File: src/rtl/muldiv_unit.sv
// Iterative multiply/divide unit with HI/LO registers for the EXE stage.
// One op in flight: DATA_W shift-add or restoring-divide steps, then one
// sign-fix cycle that commits the result to HI/LO.
module muldiv_unit #(
    parameter int unsigned DATA_W = 32
) (
    input  logic              clk,
    input  logic              rst,
    input  logic              start,
    input  logic [1:0]        op,
    input  logic [DATA_W-1:0] opa,
    input  logic [DATA_W-1:0] opb,
    input  logic              flush,
    input  logic              hi_we,
    input  logic              lo_we,
    input  logic [DATA_W-1:0] hilo_wdata,
    output logic              busy,
    output logic              done,
    output logic              div_by_zero,
    output logic [DATA_W-1:0] hi,
    output logic [DATA_W-1:0] lo
);

    localparam int unsigned CntW = $clog2(DATA_W + 1);

    typedef enum logic [1:0] {StIdle, StMul, StDiv, StFix} state_e;

    state_e              state_q, state_d;
    logic [CntW-1:0]     cnt_q, cnt_d;
    // MUL: {partial product, remaining multiplier bits}
    logic [2*DATA_W-1:0] acc_q, acc_d;
    // Multiplicand magnitude for MUL, divisor magnitude for DIV
    logic [DATA_W-1:0]   oper_q, oper_d;
    // DIV: partial remainder and dividend/quotient shift register
    logic [DATA_W-1:0]   rem_q, rem_d;
    logic [DATA_W-1:0]   quo_q, quo_d;
    logic                neg_q, neg_d;     // negate product/quotient
    logic                rsgn_q, rsgn_d;   // remainder takes dividend sign
    logic                is_div_q, is_div_d;
    logic                bz_q, bz_d;       // divisor was zero
    logic                done_q, done_d;
    logic                dbz_q, dbz_d;
    logic [DATA_W-1:0]   hi_q, hi_d;
    logic [DATA_W-1:0]   lo_q, lo_d;

    logic                is_signed;
    logic [DATA_W-1:0]   a_mag, b_mag;
    logic [DATA_W:0]     mul_sum;
    logic [DATA_W:0]     div_shift, div_trial;
    logic [2*DATA_W-1:0] prod_fix;
    logic [DATA_W-1:0]   quo_fix, rem_fix;

    // Operand magnitudes and per-step datapath arithmetic
    assign is_signed = ~op[0];
    assign a_mag     = (is_signed && opa[DATA_W-1]) ? -opa : opa;
    assign b_mag     = (is_signed && opb[DATA_W-1]) ? -opb : opb;
    assign mul_sum   = {1'b0, acc_q[2*DATA_W-1:DATA_W]} + (acc_q[0] ? {1'b0, oper_q} : '0);
    assign div_shift = {rem_q, quo_q[DATA_W-1]};
    assign div_trial = div_shift - {1'b0, oper_q};
    assign prod_fix  = neg_q ? -acc_q : acc_q;
    // Divide-by-zero leaves the dividend in rem_q, so the sign fix restores raw opa
    assign quo_fix   = bz_q ? '1 : (neg_q ? -quo_q : quo_q);
    assign rem_fix   = rsgn_q ? -rem_q : rem_q;

    assign busy        = (state_q != StIdle);
    assign done        = done_q;
    assign div_by_zero = dbz_q;
    assign hi          = hi_q;
    assign lo          = lo_q;

    // Next-state, iteration and HI/LO write logic
    always_comb begin
        state_d  = state_q;
        cnt_d    = cnt_q;
        acc_d    = acc_q;
        oper_d   = oper_q;
        rem_d    = rem_q;
        quo_d    = quo_q;
        neg_d    = neg_q;
        rsgn_d   = rsgn_q;
        is_div_d = is_div_q;
        bz_d     = bz_q;
        done_d   = 1'b0;
        dbz_d    = dbz_q;
        hi_d     = hi_q;
        lo_d     = lo_q;

        if (hi_we) hi_d = hilo_wdata;
        if (lo_we) lo_d = hilo_wdata;

        unique case (state_q)
            StIdle: begin
                if (start && !flush) begin
                    neg_d    = is_signed & (opa[DATA_W-1] ^ opb[DATA_W-1]);
                    rsgn_d   = is_signed & opa[DATA_W-1];
                    is_div_d = op[1];
                    bz_d     = op[1] & (opb == '0);
                    dbz_d    = 1'b0;
                    cnt_d    = CntW'(DATA_W);
                    if (op[1]) begin
                        state_d = StDiv;
                        oper_d  = b_mag;
                        rem_d   = '0;
                        quo_d   = a_mag;
                        acc_d   = '0;
                    end else begin
                        state_d = StMul;
                        oper_d  = a_mag;
                        acc_d   = {{DATA_W{1'b0}}, b_mag};
                    end
                end
            end
            StMul: begin
                if (flush) begin
                    state_d = StIdle;
                end else begin
                    acc_d = {mul_sum, acc_q[DATA_W-1:1]};
                    cnt_d = cnt_q - 1'b1;
                    if (cnt_q == CntW'(1)) state_d = StFix;
                end
            end
            StDiv: begin
                if (flush) begin
                    state_d = StIdle;
                end else begin
                    // Restoring step: keep the trial difference only if it did not go negative
                    if (div_trial[DATA_W]) begin
                        rem_d = div_shift[DATA_W-1:0];
                        quo_d = {quo_q[DATA_W-2:0], 1'b0};
                    end else begin
                        rem_d = div_trial[DATA_W-1:0];
                        quo_d = {quo_q[DATA_W-2:0], 1'b1};
                    end
                    cnt_d = cnt_q - 1'b1;
                    if (cnt_q == CntW'(1)) state_d = StFix;
                end
            end
            StFix: begin
                // Result is committed here regardless of flush; it overrides MTHI/MTLO
                if (is_div_q) begin
                    hi_d  = rem_fix;
                    lo_d  = quo_fix;
                    dbz_d = bz_q;
                end else begin
                    hi_d = prod_fix[2*DATA_W-1:DATA_W];
                    lo_d = prod_fix[DATA_W-1:0];
                end
                done_d  = 1'b1;
                state_d = StIdle;
            end
            default: state_d = StIdle;
        endcase
    end

    // State and datapath registers
    always_ff @(posedge clk or posedge rst) begin
        if (rst) begin
            state_q  <= StIdle;
            cnt_q    <= '0;
            acc_q    <= '0;
            oper_q   <= '0;
            rem_q    <= '0;
            quo_q    <= '0;
            neg_q    <= 1'b0;
            rsgn_q   <= 1'b0;
            is_div_q <= 1'b0;
            bz_q     <= 1'b0;
            done_q   <= 1'b0;
            dbz_q    <= 1'b0;
            hi_q     <= '0;
            lo_q     <= '0;
        end else begin
            state_q  <= state_d;
            cnt_q    <= cnt_d;
            acc_q    <= acc_d;
            oper_q   <= oper_d;
            rem_q    <= rem_d;
            quo_q    <= quo_d;
            neg_q    <= neg_d;
            rsgn_q   <= rsgn_d;
            is_div_q <= is_div_d;
            bz_q     <= bz_d;
            done_q   <= done_d;
            dbz_q    <= dbz_d;
            hi_q     <= hi_d;
            lo_q     <= lo_d;
        end
    end

endmodule

File: config.mk
export PLATFORM = sky130hd
export DESIGN_NAME = muldiv_unit
export DESIGN_NICKNAME = d
export VERILOG_FILES = /design/src/rtl/muldiv_unit.sv
export SDC_FILE = /design/constraint.sdc
export NUM_CORES = 1
export LEC_CHECK = 0
export CAP_MARGIN = 5
export CELL_PAD_IN_SITES_DETAIL_PLACEMENT = 1
export CELL_PAD_IN_SITES_GLOBAL_PLACEMENT = 1
export CORE_MARGIN = 2
export CORE_UTILIZATION = 44
export DETAILED_ROUTE_END_ITERATION = 6
export GPL_TIMING_DRIVEN = 0
export PLACE_DENSITY_LB_ADDON = 0.15
export SYNTH_ARGS = -nofsm -noshare
export SYNTH_HDL_FRONTEND = slang
export SYNTH_SLANG_ARGS = --single-unit
File: constraint.sdc
create_clock -name clk -period 10.7 [get_ports clk]
set_input_delay 1.605 -clock clk [delete_from_list [all_inputs] [get_ports clk]]
set_output_delay 1.605 -clock clk [all_outputs]
set_load 0.05 [all_outputs]
==> flow_summary_export.csv, run 1 <==
group,metric,value,unit
global_routing,grt_start_max_net_pins,90,
timing,skew,0.0130,ns
run_status,status,"finished clean",
setup_path,required,11.20,ns
power_and_ir_drop,peakVddDrop,0.147,mV
setup_path,reg2reg_slack,5.48,ns
timing,whs,0.482,ns
synthesis,synth_area_leaders,"dfrtp_1 33%, xnor2_1 6.1%, ha_1 5.2%, a21oi_1 5.1%, o21ai_0 5.1%",
synthesis,synth_edf_count,0,
route,ant_nets,0,
cts,ctsHtreeMaxLevel,1,
job,cap_violations,0,
finish,fin_cells,2960,
synthesis,synth_cell_types,70,
route,avgViaCountPerCell,6.34,
timing,min_period,5.22,ns
timing,max-slew-margin-rel,12.5,%
setup_path,worstReg2RegStart,"quo_q[31]$_DFFE_PP0P_",
synthesis,avgSynthCellArea,8.22,um^2
cts,clockRootBuffer,"clkbuf_16",
synthesis,postSynthNetCount,2393,
synthesis,yosysTopAreaCellShare,32.7,%
synthesis,netlist_area,0.0182,mm^2
synthesis,yosys.area.top_type,"dfrtp_1",
finish,num_antenna_cells,0,
setup_path,cp-end-kind,"flop",
timing,min_period_over_period,48.8,%
route,finalWirelength,79400,um
setup_path,cp.arrival,5.72,ns
finish,area_growth,18.1,%
cts,cts_tree,"built",
floorplanning,fp.dieW,207,um
setup_path,cp_max_fo,10,
setup_path,rr_endpoint,"rem_q[13]$_DFFE_PP0P_",
global_routing,grt_usage,35.9,%
timing,tightest_slew,1.31,ns
global_routing,grt_pass1_vias,18800,
cts,tritoncts.num_buffers,29,
floorplanning,die_h,207,um
setup_path,worstSetupStartpoint,"quo_q[31]$_DFFE_PP0P_",
cts,clock_path_buffers,3,
floorplanning,die_area,0.0430,mm^2
global_routing,antenna_found_initial,1,
floorplanning,ios,171,
global_routing,grt_pass1_wl,119000,um
place,place_inst,2913,
timing,timing.fmax,0.192,GHz
finish,postLayoutCoreUtil,52.6,%
synthesis,synth.most_common_cell,"dfrtp_1",
floorplanning,initial_core_util,44.5,%
setup_path,cp-endpoint,"rem_q[13]$_DFFE_PP0P_",
timing,rsz0062_at_grt,"false",
finish,nets,2593,
floorplanning,core-area,0.0408,mm^2
cts,post_cts_buffers,0,
finish,drive_above_1_share,3.46,%
power_and_ir_drop,power.density,310,mW/mm^2
route,vias,18800,
setup_path,path_class,"flop to flop",
timing,setup_violations,0,
cts,clock_latency,0.58,ns
timing,final-hold-violation-count,0,
place,port_buffers,167,
global_routing,grt_overflow,0,
setup_path,start_kind,"flop",
cts,ctsResizeCount,0,
synthesis,async_flop_share,100,%
route,dr.pass1.iters,5,
route,drt_iter0_markers,1703,
route,routedWlPerCell,26.8,um
setup_path,rr_worst_depth,15,
finish,final.fill_count,4907,
route,remaining_drc_errors,0,
floorplanning,fp-row-count,74,
synthesis,ys.flop_type,"dfrtp_1",
cts,hold_buffers,0,
cts,cts_sinks,238,
place,place_hpwl,64000,um
synthesis,ys_warn_count,0,
timing,drv_slew,0,
power_and_ir_drop,leakagePower,8.96,nW
synthesis,yosys-top-cells-count,"238 x dfrtp_1, 231 x nor2_1, 200 x nand2_1",
synthesis,synth-seq-cells,238,
synthesis,syn_inst,2212,
cts,clk_pin_slew,0.06,ns
hold_path,min_path_type,"flop to flop",
place,gp_congestion,0.968,
synthesis,yosysSeqAreaShare,32.7,%
## worst min path at each step
stage | start | depth (start not counted) | to
2_1_floorplan | oper_q[10]$_DFFE_PP0P_ | 2 | oper_q[10]$_DFFE_PP0P_
3_3_place_gp | oper_q[22]$_DFFE_PP0P_ | 2 | oper_q[22]$_DFFE_PP0P_
3_5_place_dp | oper_q[4]$_DFFE_PP0P_ | 2 | oper_q[4]$_DFFE_PP0P_
4_1_cts | oper_q[4]$_DFFE_PP0P_ | 2 | oper_q[4]$_DFFE_PP0P_
5_1_grt | oper_q[2]$_DFFE_PP0P_ | 2 | oper_q[2]$_DFFE_PP0P_
6_report | oper_q[23]$_DFFE_PP0P_ | 2 | oper_q[23]$_DFFE_PP0P_
## cell usage in the layout, fill, tap and decap left out, types with 72 or more instances in the layout
| master | n |
|---|---|
| a21oi_1 | 187 |
| xnor2_1 | 127 |
| o21ai_0 | 186 |
| nor2_1 | 231 |
| clkdlybuf4s50_1 | 167 |
| ha_1 | 75 |
| xor2_1 | 100 |
| clkbuf_1 | 130 |
| dfrtp_1 | 238 |
| inv_1 | 72 |
| nand2_1 | 200 |
## stage by stage
step	power, W	setup TNS [ns]	cell area, um^2	setup slack, ns
after floorplan	0.00417	0	18200	2.56
after global placement	0.00545	-159.18	20500	-0.706
after detailed placement	0.00559	0	20600	5.59
after CTS	0.00657	0	21500	5.59
after global routing	0.00700	0	21500	5.24
final	0.00666	0	21500	5.48
## area by class of cell
type                            count  area, um^2  share of cell area (%)
Clock buffer                       43         838                    3.90
Timing Repair Buffer              169        1730                    8.04
Clock inverter                      4        47.5                   0.221
Inverter                           73         282                    1.31
Tap cell                          532         666                    3.10
Buffer                            138         529                    2.46
Multi-Input combinational cell   1763       11400                    53.2
Sequential cell                   238        5960                    27.7
## registers in the layout, indices dropped and copies added (netlist names)
| name | count |
|---|---|
| quo_q | 32 |
| div_by_zero | 1 |
| oper_q | 32 |
| state_q | 2 |
| acc_q | 64 |
| hi | 32 |
| is_div_q | 1 |
| lo | 32 |
| cnt_q | 6 |
| neg_q | 1 |
| rsgn_q | 1 |
| done | 1 |
| bz_q | 1 |
| rem_q | 32 |
## critical path, stage by stage, from the launching register on
cell and delay, ns:
dfrtp_1 0.40, inv_1 0.20, ha_1 0.28, fa_1 0.41
nand2b_1 0.19, a21o_1 0.18, a21boi_0 0.32, a21bo_2 0.25
a21oi_1 0.14, a21oi_1 0.34, o22ai_2 0.27, xor2_1 0.80
and3_1 0.28, clkbuf_1 0.39, buf_1 0.44, a221o_1 0.23
## where the power goes
part	switching (W)	leakage [nW]	internal, W
logic	0.00255	5.57	0.00132
registers	0.000544	2.95	0.00128
clock network	0.000403	0.432	0.000556
total	0.00350	8.96	0.00316
## per-layer routing
layer  up-vias  global-route usage (%)  wire (um)
met5         -                       0         13
met4         2                    11.0       2730
met3       136                    5.40       5930
met2       760                    56.3      35400
met1      9450                    51.1      35300
li1       8430                       -          -
## kinds of logic after synthesis
| family | synth area share, % |
|---|---|
| AND/OR/NAND/NOR | 17.8 |
| XOR/XNOR | 10.9 |
| multiplexers | 4.10 |
| AO/OA/AOI/OAI | 24.7 |
| buffers and inverters | 4.42 |
| flip-flops | 32.7 |
| adder cells (fa/ha/maj) | 5.38 |
(Power assumes the default switching activity.)
==> run 2, diff against run 1 <==
==> constraint.sdc (replaced) <==
create_clock -name clk -period 5.03 [get_ports clk]
set_input_delay 0.7545 -clock clk [delete_from_list [all_inputs] [get_ports clk]]
set_output_delay 0.7545 -clock clk [all_outputs]
set_load 0.05 [all_outputs]
==> run 2 against run 1 <==
Compared with the run above: first-iteration DRC count decreased by 4.3%; maximum frequency up 7.9%; flip-flop and latch count is the same; largest cell class unchanged; global-route usage grew 0.088 points; wire length shrank 0.44%; critical path depth is the same; highest routed layer is now met4; total power rose by 120%; sequential power grew 110%; final area is 1.3% higher.
==> flow_summary_export.csv, run 2 (synthesized netlist as in run 1, its figures left out) <==
group,metric,value,unit
cts,post_cts_buffers,0,
cts,tritoncts.num_buffers,30,
setup_path,cp.arrival,5.35,ns
hold_path,hold_depth,2,
timing,tightest_slew,1.33,ns
cts,cts_tree,"built",
finish,nets,2598,
floorplanning,die_h,207,um
power_and_ir_drop,internal_power,0.00702,W
timing,timing.fmax,0.207,GHz
power_and_ir_drop,p_clk_share,16.4,%
cts,ctsHtreeMaxLevel,1,
cts,cts_sinks,238,
timing,setup_violations,0,
setup_path,cp-end-kind,"flop",
global_routing,grt_pass1_wl,119000,um
power_and_ir_drop,p_seq_share,26.9,%
setup_path,required,5.54,ns
place,port_buffers,167,
setup_path,cp_common_cell,"a21oi_1",
setup_path,path_cells,"inv_1 -> ha_1 -> fa_1 -> nand2b_1 -> a21o_1 -> a21boi_0 -> a21bo_2 -> a21oi_1 -> a21oi_1 -> o22ai_2 -> xor2_4 -> and3_1 -> clkbuf_1 -> buf_1 -> a221o_1",
power_and_ir_drop,peakVddDrop,0.300,mV
timing,max-slew-margin-rel,10.7,%
timing,final-hold-violation-count,0,
power_and_ir_drop,p_comb_share,56.7,%
timing,whs,0.483,ns
floorplanning,die_area,0.0430,mm^2
global_routing,grt_start_max_net_pins,42,
setup_path,worstReg2RegStart,"quo_q[31]$_DFFE_PP0P_",
power_and_ir_drop,sw_frac_of_total,51.7,%
cts,ctsResizeCount,1,
setup_path,start_kind,"flop",
timing,min_period,4.84,ns
timing,drv_slew,0,
global_routing,grt_overflow,0,
place,place_hpwl,64100,um
floorplanning,ios,171,
hold_path,min_path_type,"flop to flop",
floorplanning,fp.dieW,207,um
finish,final.fill_count,4932,
floorplanning,fp-row-count,74,
route,ant_nets,0,
power_and_ir_drop,total_power,0.0145,W
finish,area_growth,19.6,%
setup_path,rr_endpoint,"rem_q[13]$_DFFE_PP0P_",
setup_path,rr_worst_depth,15,
floorplanning,core-area,0.0408,mm^2
finish,layout_commonest_cell,"dfrtp_1",
finish,fin_cells,2971,
timing,skew,0.0137,ns
power_and_ir_drop,leakagePower,9.09,nW
cts,hold_buffers,0,
global_routing,grt_pass1_vias,18700,
timing,min_period_over_period,96.2,%
job,cap_violations,0,
route,routedWlPerCell,26.6,um
global_routing,grt_usage,36.0,%
route,vias,18900,
hold_path,hold_start,"oper_q[2]$_DFFE_PP0P_",
finish,final_cell_mix,"238 x dfrtp_1, 231 x nor2_1, 200 x nand2_1",
cts,clock_latency,0.59,ns
place,place_inst,2917,
route,dr.pass1.iters,7,
cts,clockRootBuffer,"clkbuf_16",
run_status,status,"finished clean",
timing,tns,0,ns
setup_path,cp_max_fo,10,
hold_path,holdPathEnd,"oper_q[2]$_DFFE_PP0P_",
finish,final_area,0.0217,mm^2
setup_path,path_class,"flop to flop",
setup_path,slowest_stage,"buf_1",
route,avgViaCountPerCell,6.35,
route,remaining_drc_errors,0,
timing,rsz0062_at_grt,"false",
route,finalWirelength,79000,um
setup_path,reg2reg_slack,0.19,ns
global_routing,antenna_found_initial,1,
finish,largest_reg_flops,64,
place,dpl_cell_area,0.0206,mm^2
cts,clock_path_buffers,3,
power_and_ir_drop,p_switching,0.00750,W
place,gp_congestion,0.973,
finish,drive_above_1_share,4.14,%
finish,num_antenna_cells,0,
finish,largest-register,"acc_q",
power_and_ir_drop,power.density,668,mW/mm^2
cts,clk_pin_slew,0.06,ns
route,drt_iter0_markers,1629,
floorplanning,initial_core_util,44.5,%
setup_path,critPathMaxStageDelay,0.45,ns
-- run 2: cell types whose count changed in the layout (fill, tap and decap cells not counted), sizes merged --
cell | before | now
clkinv | 2 | 7
buf | 18 | 22
inv | 73 | 72
bufinv | 1 | 5
clkbuf | 165 | 164
-- run 2: worst max-delay path by stage --
stage	startpoint	end	slack [ns]	cells after the start
after detailed placement	quo_q[31]$_DFFE_PP0P_	rem_q[13]$_DFFE_PP0P_	-0.15	15
after CTS	quo_q[31]$_DFFE_PP0P_	rem_q[13]$_DFFE_PP0P_	0.10	15
final	quo_q[31]$_DFFE_PP0P_	rem_q[13]$_DFFE_PP0P_	0.19	15
after global placement	rst	oper_q[13]$_DFFE_PP0P_	-0.81	2
after floorplan	acc_q[0]$_DFFE_PP0P_	acc_q[62]$_DFFE_PP0P_	1.11	14
after global routing	quo_q[31]$_DFFE_PP0P_	rem_q[13]$_DFFE_PP0P_	0.04	15
-- run 2: through the flow --
step	util, %	setup WS [ns]
final	53.3	0.191
after floorplan	-	1.11
after global placement	50.3	-0.807
after CTS	53.2	0.104
after detailed placement	50.6	-0.146
after global routing	53.3	0.0376
-- run 2: cell type report --
class / count / area (um^2) / area share (%)
multi-input combinational: 1763 / 11500 / 52.7
sequential: 238 / 5960 / 27.4
timing repair buffer: 173 / 1790 / 8.24
clock buffer: 42 / 887 / 4.08
tap: 532 / 666 / 3.06
buffer: 138 / 529 / 2.43
inverter: 73 / 278 / 1.28
clock inverter: 12 / 185 / 0.852
-- run 2: worst max-delay path: cells and delay by family, from the launching register on --
kind                     cells  cell delay, ns
XOR/XNOR                     1            0.43
buffers and inverters        3            1.04
AO/OA/AOI/OAI                7            1.81
flip-flops                   1            0.41
adder cells (fa/ha/maj)      2            0.69
AND/OR/NAND/NOR              2            0.40
-- run 2: power by group through the flow --
stage	registers, W	clock network [W]	logic [W]
detailed placement	0.00386	0	0.00806
global route	0.00396	0.00245	0.00887
floorplan	0.00430	0	0.00458
CTS	0.00383	0.00238	0.00812
finish	0.00390	0.00238	0.00824
global placement	0.00380	0	0.00781
-- run 2: metal layers --
layer / routed length, um / up-vias / global-route usage [%]
met1: 35200 / 9585 / 51.4
met3: 5770 / 104 / 4.98
li1: - / 8444 / -
met5: 0 / - / 0
met2: 35700 / 732 / 57.2
met4: 2350 / 0 / 9.58
==> run 3, diff against run 2 <==
--- a/config.mk
+++ b/config.mk
@@ -10,6 +10,7 @@
 export CELL_PAD_IN_SITES_GLOBAL_PLACEMENT = 1
 export CORE_MARGIN = 2
 export CORE_UTILIZATION = 44
+export CTS_CLUSTER_SIZE = 10
 export DETAILED_ROUTE_END_ITERATION = 6
 export GPL_TIMING_DRIVEN = 0
 export PLACE_DENSITY_LB_ADDON = 0.15
==> run 3 against run 2 <==
Compared with the run above: critical path depth did not move; total power decreased by 1.8%; die area is the same; hold slack improved by 0.00080 ns; worst setup slack better by 0.026 ns; core utilization is 0.35 points lower; highest routed layer unchanged.
==> flow_summary_export.csv, run 3 (synthesized netlist as in run 1, its figures left out) <==
group,metric,value,unit
timing,min_period_over_period,95.7,%
setup_path,worstSetupStartpoint,"quo_q[31]$_DFFE_PP0P_",
finish,nets,2598,
timing,tightest_slew,1.35,ns
setup_path,cp-end-kind,"flop",
setup_path,start_kind,"flop",
route,vias,18900,
timing,layout_setup_ws,0.216,ns
timing,skew,0.0130,ns
finish,drive_above_1_share,3.87,%
cts,tritoncts.num_buffers,30,
finish,layout_commonest_cell,"dfrtp_1",
timing,min_period,4.81,ns
power_and_ir_drop,power.density,660,mW/mm^2
finish,num_antenna_cells,0,
route,routedWlPerCell,26.7,um
cts,clk_pin_slew,0.06,ns
route,avgViaCountPerCell,6.37,
finish,largest-register,"acc_q",
power_and_ir_drop,p_comb_share,57.8,%
place,dp_slack,-0.146,ns
cts,hold_buffers,0,
setup_path,cp_max_fo,10,
timing,final-hold-violation-count,0,
timing,rsz0062_at_grt,"false",
setup_path,rr_worst_depth,15,
power_and_ir_drop,p_seq_share,27.3,%
floorplanning,fp-row-count,74,
timing,max-slew-margin-rel,9.74,%
setup_path,reg2reg_slack,0.22,ns
route,ant_nets,0,
route,remaining_drc_errors,0,
route,dr.pass1.iters,5,
power_and_ir_drop,leakagePower,9.02,nW
power_and_ir_drop,p_clk_share,15.0,%
global_routing,grt_start_max_net_pins,42,
cts,cts_tree,"built",
setup_path,rr_endpoint,"rem_q[13]$_DFFE_PP0P_",
global_routing,grt_overflow,0,
power_and_ir_drop,peakVddDrop,0.309,mV
floorplanning,core-area,0.0408,mm^2
cts,cts_sinks,238,
setup_path,required,5.55,ns
floorplanning,fp.dieW,207,um
setup_path,cp_common_cell,"a21oi_1",
global_routing,grt_usage,36.1,%
floorplanning,ios,171,
setup_path,path_class,"flop to flop",
power_and_ir_drop,sw_frac_of_total,52.4,%
floorplanning,initial_core_util,44.5,%
run_status,status,"finished clean",
setup_path,worstReg2RegStart,"quo_q[31]$_DFFE_PP0P_",
route,drt_iter0_markers,1656,
floorplanning,die_area,0.0430,mm^2
global_routing,antenna_found_initial,1,
place,port_buffers,167,
cts,clockRootBuffer,"clkbuf_16",
floorplanning,die_h,207,um
cts,clock_latency,0.59,ns
route,finalWirelength,79100,um
setup_path,cpLargestDelayFamily,"compound AO/OA/AOI/OAI gates",
setup_path,cp.arrival,5.33,ns
finish,area_growth,18.8,%
setup_path,crit_buf_inv,3,
setup_path,critPathMaxStageDelay,0.46,ns
finish,final_cell_mix,"238 x dfrtp_1, 231 x nor2_1, 200 x nand2_1",
timing,timing.fmax,0.208,GHz
power_and_ir_drop,p_switching,0.00747,W
place,gp_congestion,0.973,
cts,post_cts_buffers,0,
timing,drv_slew,0,
hold_path,min_path_type,"flop to flop",
cts,clock_path_buffers,3,
timing,setup_violations,0,
power_and_ir_drop,internal_power,0.00679,W
global_routing,grt_pass1_vias,18800,
setup_path,cp-endpoint,"rem_q[13]$_DFFE_PP0P_",
finish,largest_reg_flops,64,
setup_path,cp.depth,15,
finish,postLayoutCoreUtil,52.9,%
cts,ctsHtreeMaxLevel,1,
setup_path,slowest_stage,"buf_1",
job,cap_violations,0,
place,place_hpwl,64100,um
setup_path,path_cells,"inv_1 -> ha_1 -> fa_1 -> nand2b_1 -> a21o_1 -> a21boi_0 -> a21bo_2 -> a21oi_1 -> a21oi_1 -> o22ai_2 -> xor2_4 -> and3_1 -> clkbuf_1 -> buf_1 -> a221o_1",
global_routing,grt_pass1_wl,120000,um
run 3: cell types whose count changed in the layout (fill, tap and decap cells not counted), sizes merged:
cell    previous run  this run
clkinv             7         4
bufinv             5         1
clkbuf           164       162
run 3: layout make-up:
class                           count  area, um^2
Clock inverter                      5        50.0
Sequential cell                   238        5960
Fill cell                        4962       19200
Clock buffer                       40         880
Tap cell                          532         666
Timing Repair Buffer              173        1790
Multi-Input combinational cell   1763       11500
Buffer                            138         529
Inverter                           73         278
run 3: how the worst min path moves through the flow:
stage	startpoint	to	slack (ns)	depth (start not counted)
2_1_floorplan	oper_q[10]$_DFFE_PP0P_	oper_q[10]$_DFFE_PP0P_	0.45	2
3_3_place_gp	oper_q[4]$_DFFE_PP0P_	oper_q[4]$_DFFE_PP0P_	0.47	2
6_report	oper_q[7]$_DFFE_PP0P_	oper_q[7]$_DFFE_PP0P_	0.48	2
3_5_place_dp	oper_q[19]$_DFFE_PP0P_	oper_q[19]$_DFFE_PP0P_	0.47	2
5_1_grt	oper_q[26]$_DFFE_PP0P_	oper_q[26]$_DFFE_PP0P_	0.52	1
4_1_cts	oper_q[8]$_DFFE_PP0P_	oper_q[8]$_DFFE_PP0P_	0.49	2
run 3: worst min-delay path, stage by stage, from the launching register on:
cell and delay [ns]:
dfrtp_1 0.34, nand2_1 0.05, o21ai_0 0.06
run 3: metrics by stage:
| step | cell area, um^2 | instances | power (W) | setup TNS (ns) | hold slack [ns] |
|---|---|---|---|---|---|
| 2_1_floorplan | 18200 | 2212 | 0.00888 | 0 | 0.450 |
| 3_3_place_gp | 20500 | 2911 | 0.0116 | -181.58 | 0.469 |
| 3_5_place_dp | 20600 | 2917 | 0.0119 | -2.29 | 0.470 |
| 4_1_cts | 21600 | 2962 | 0.0141 | 0 | 0.490 |
| 5_1_grt | 21600 | 2962 | 0.0151 | 0 | 0.518 |
| 6_report | 21600 | 2962 | 0.0143 | 0 | 0.484 |
run 3: power groups by stage:
stage / sequential [W] / clock [W] / combinational (W)
2_1_floorplan: 0.00430 / 0 / 0.00458
3_3_place_gp: 0.00380 / 0 / 0.00781
3_5_place_dp: 0.00386 / 0 / 0.00806
4_1_cts: 0.00383 / 0.00214 / 0.00812
5_1_grt: 0.00396 / 0.00221 / 0.00889
6_report: 0.00389 / 0.00214 / 0.00824
run 3: per-layer routing:
metal	global-route usage [%]	vias to the layer above	routed length (um)
met4	10.2	0	2550
met5	0	-	0
met3	5.30	125	6110
li1	-	8433	-
met2	56.9	777	35400
met1	51.6	9532	35000
run 3: repair_timing:
| item | CTS | global route |
|---|---|---|
| gates resized for setup | 1 | 2 |
| gates cloned | 0 | 0 |
| setup endpoints to repair | 20 | 21 |
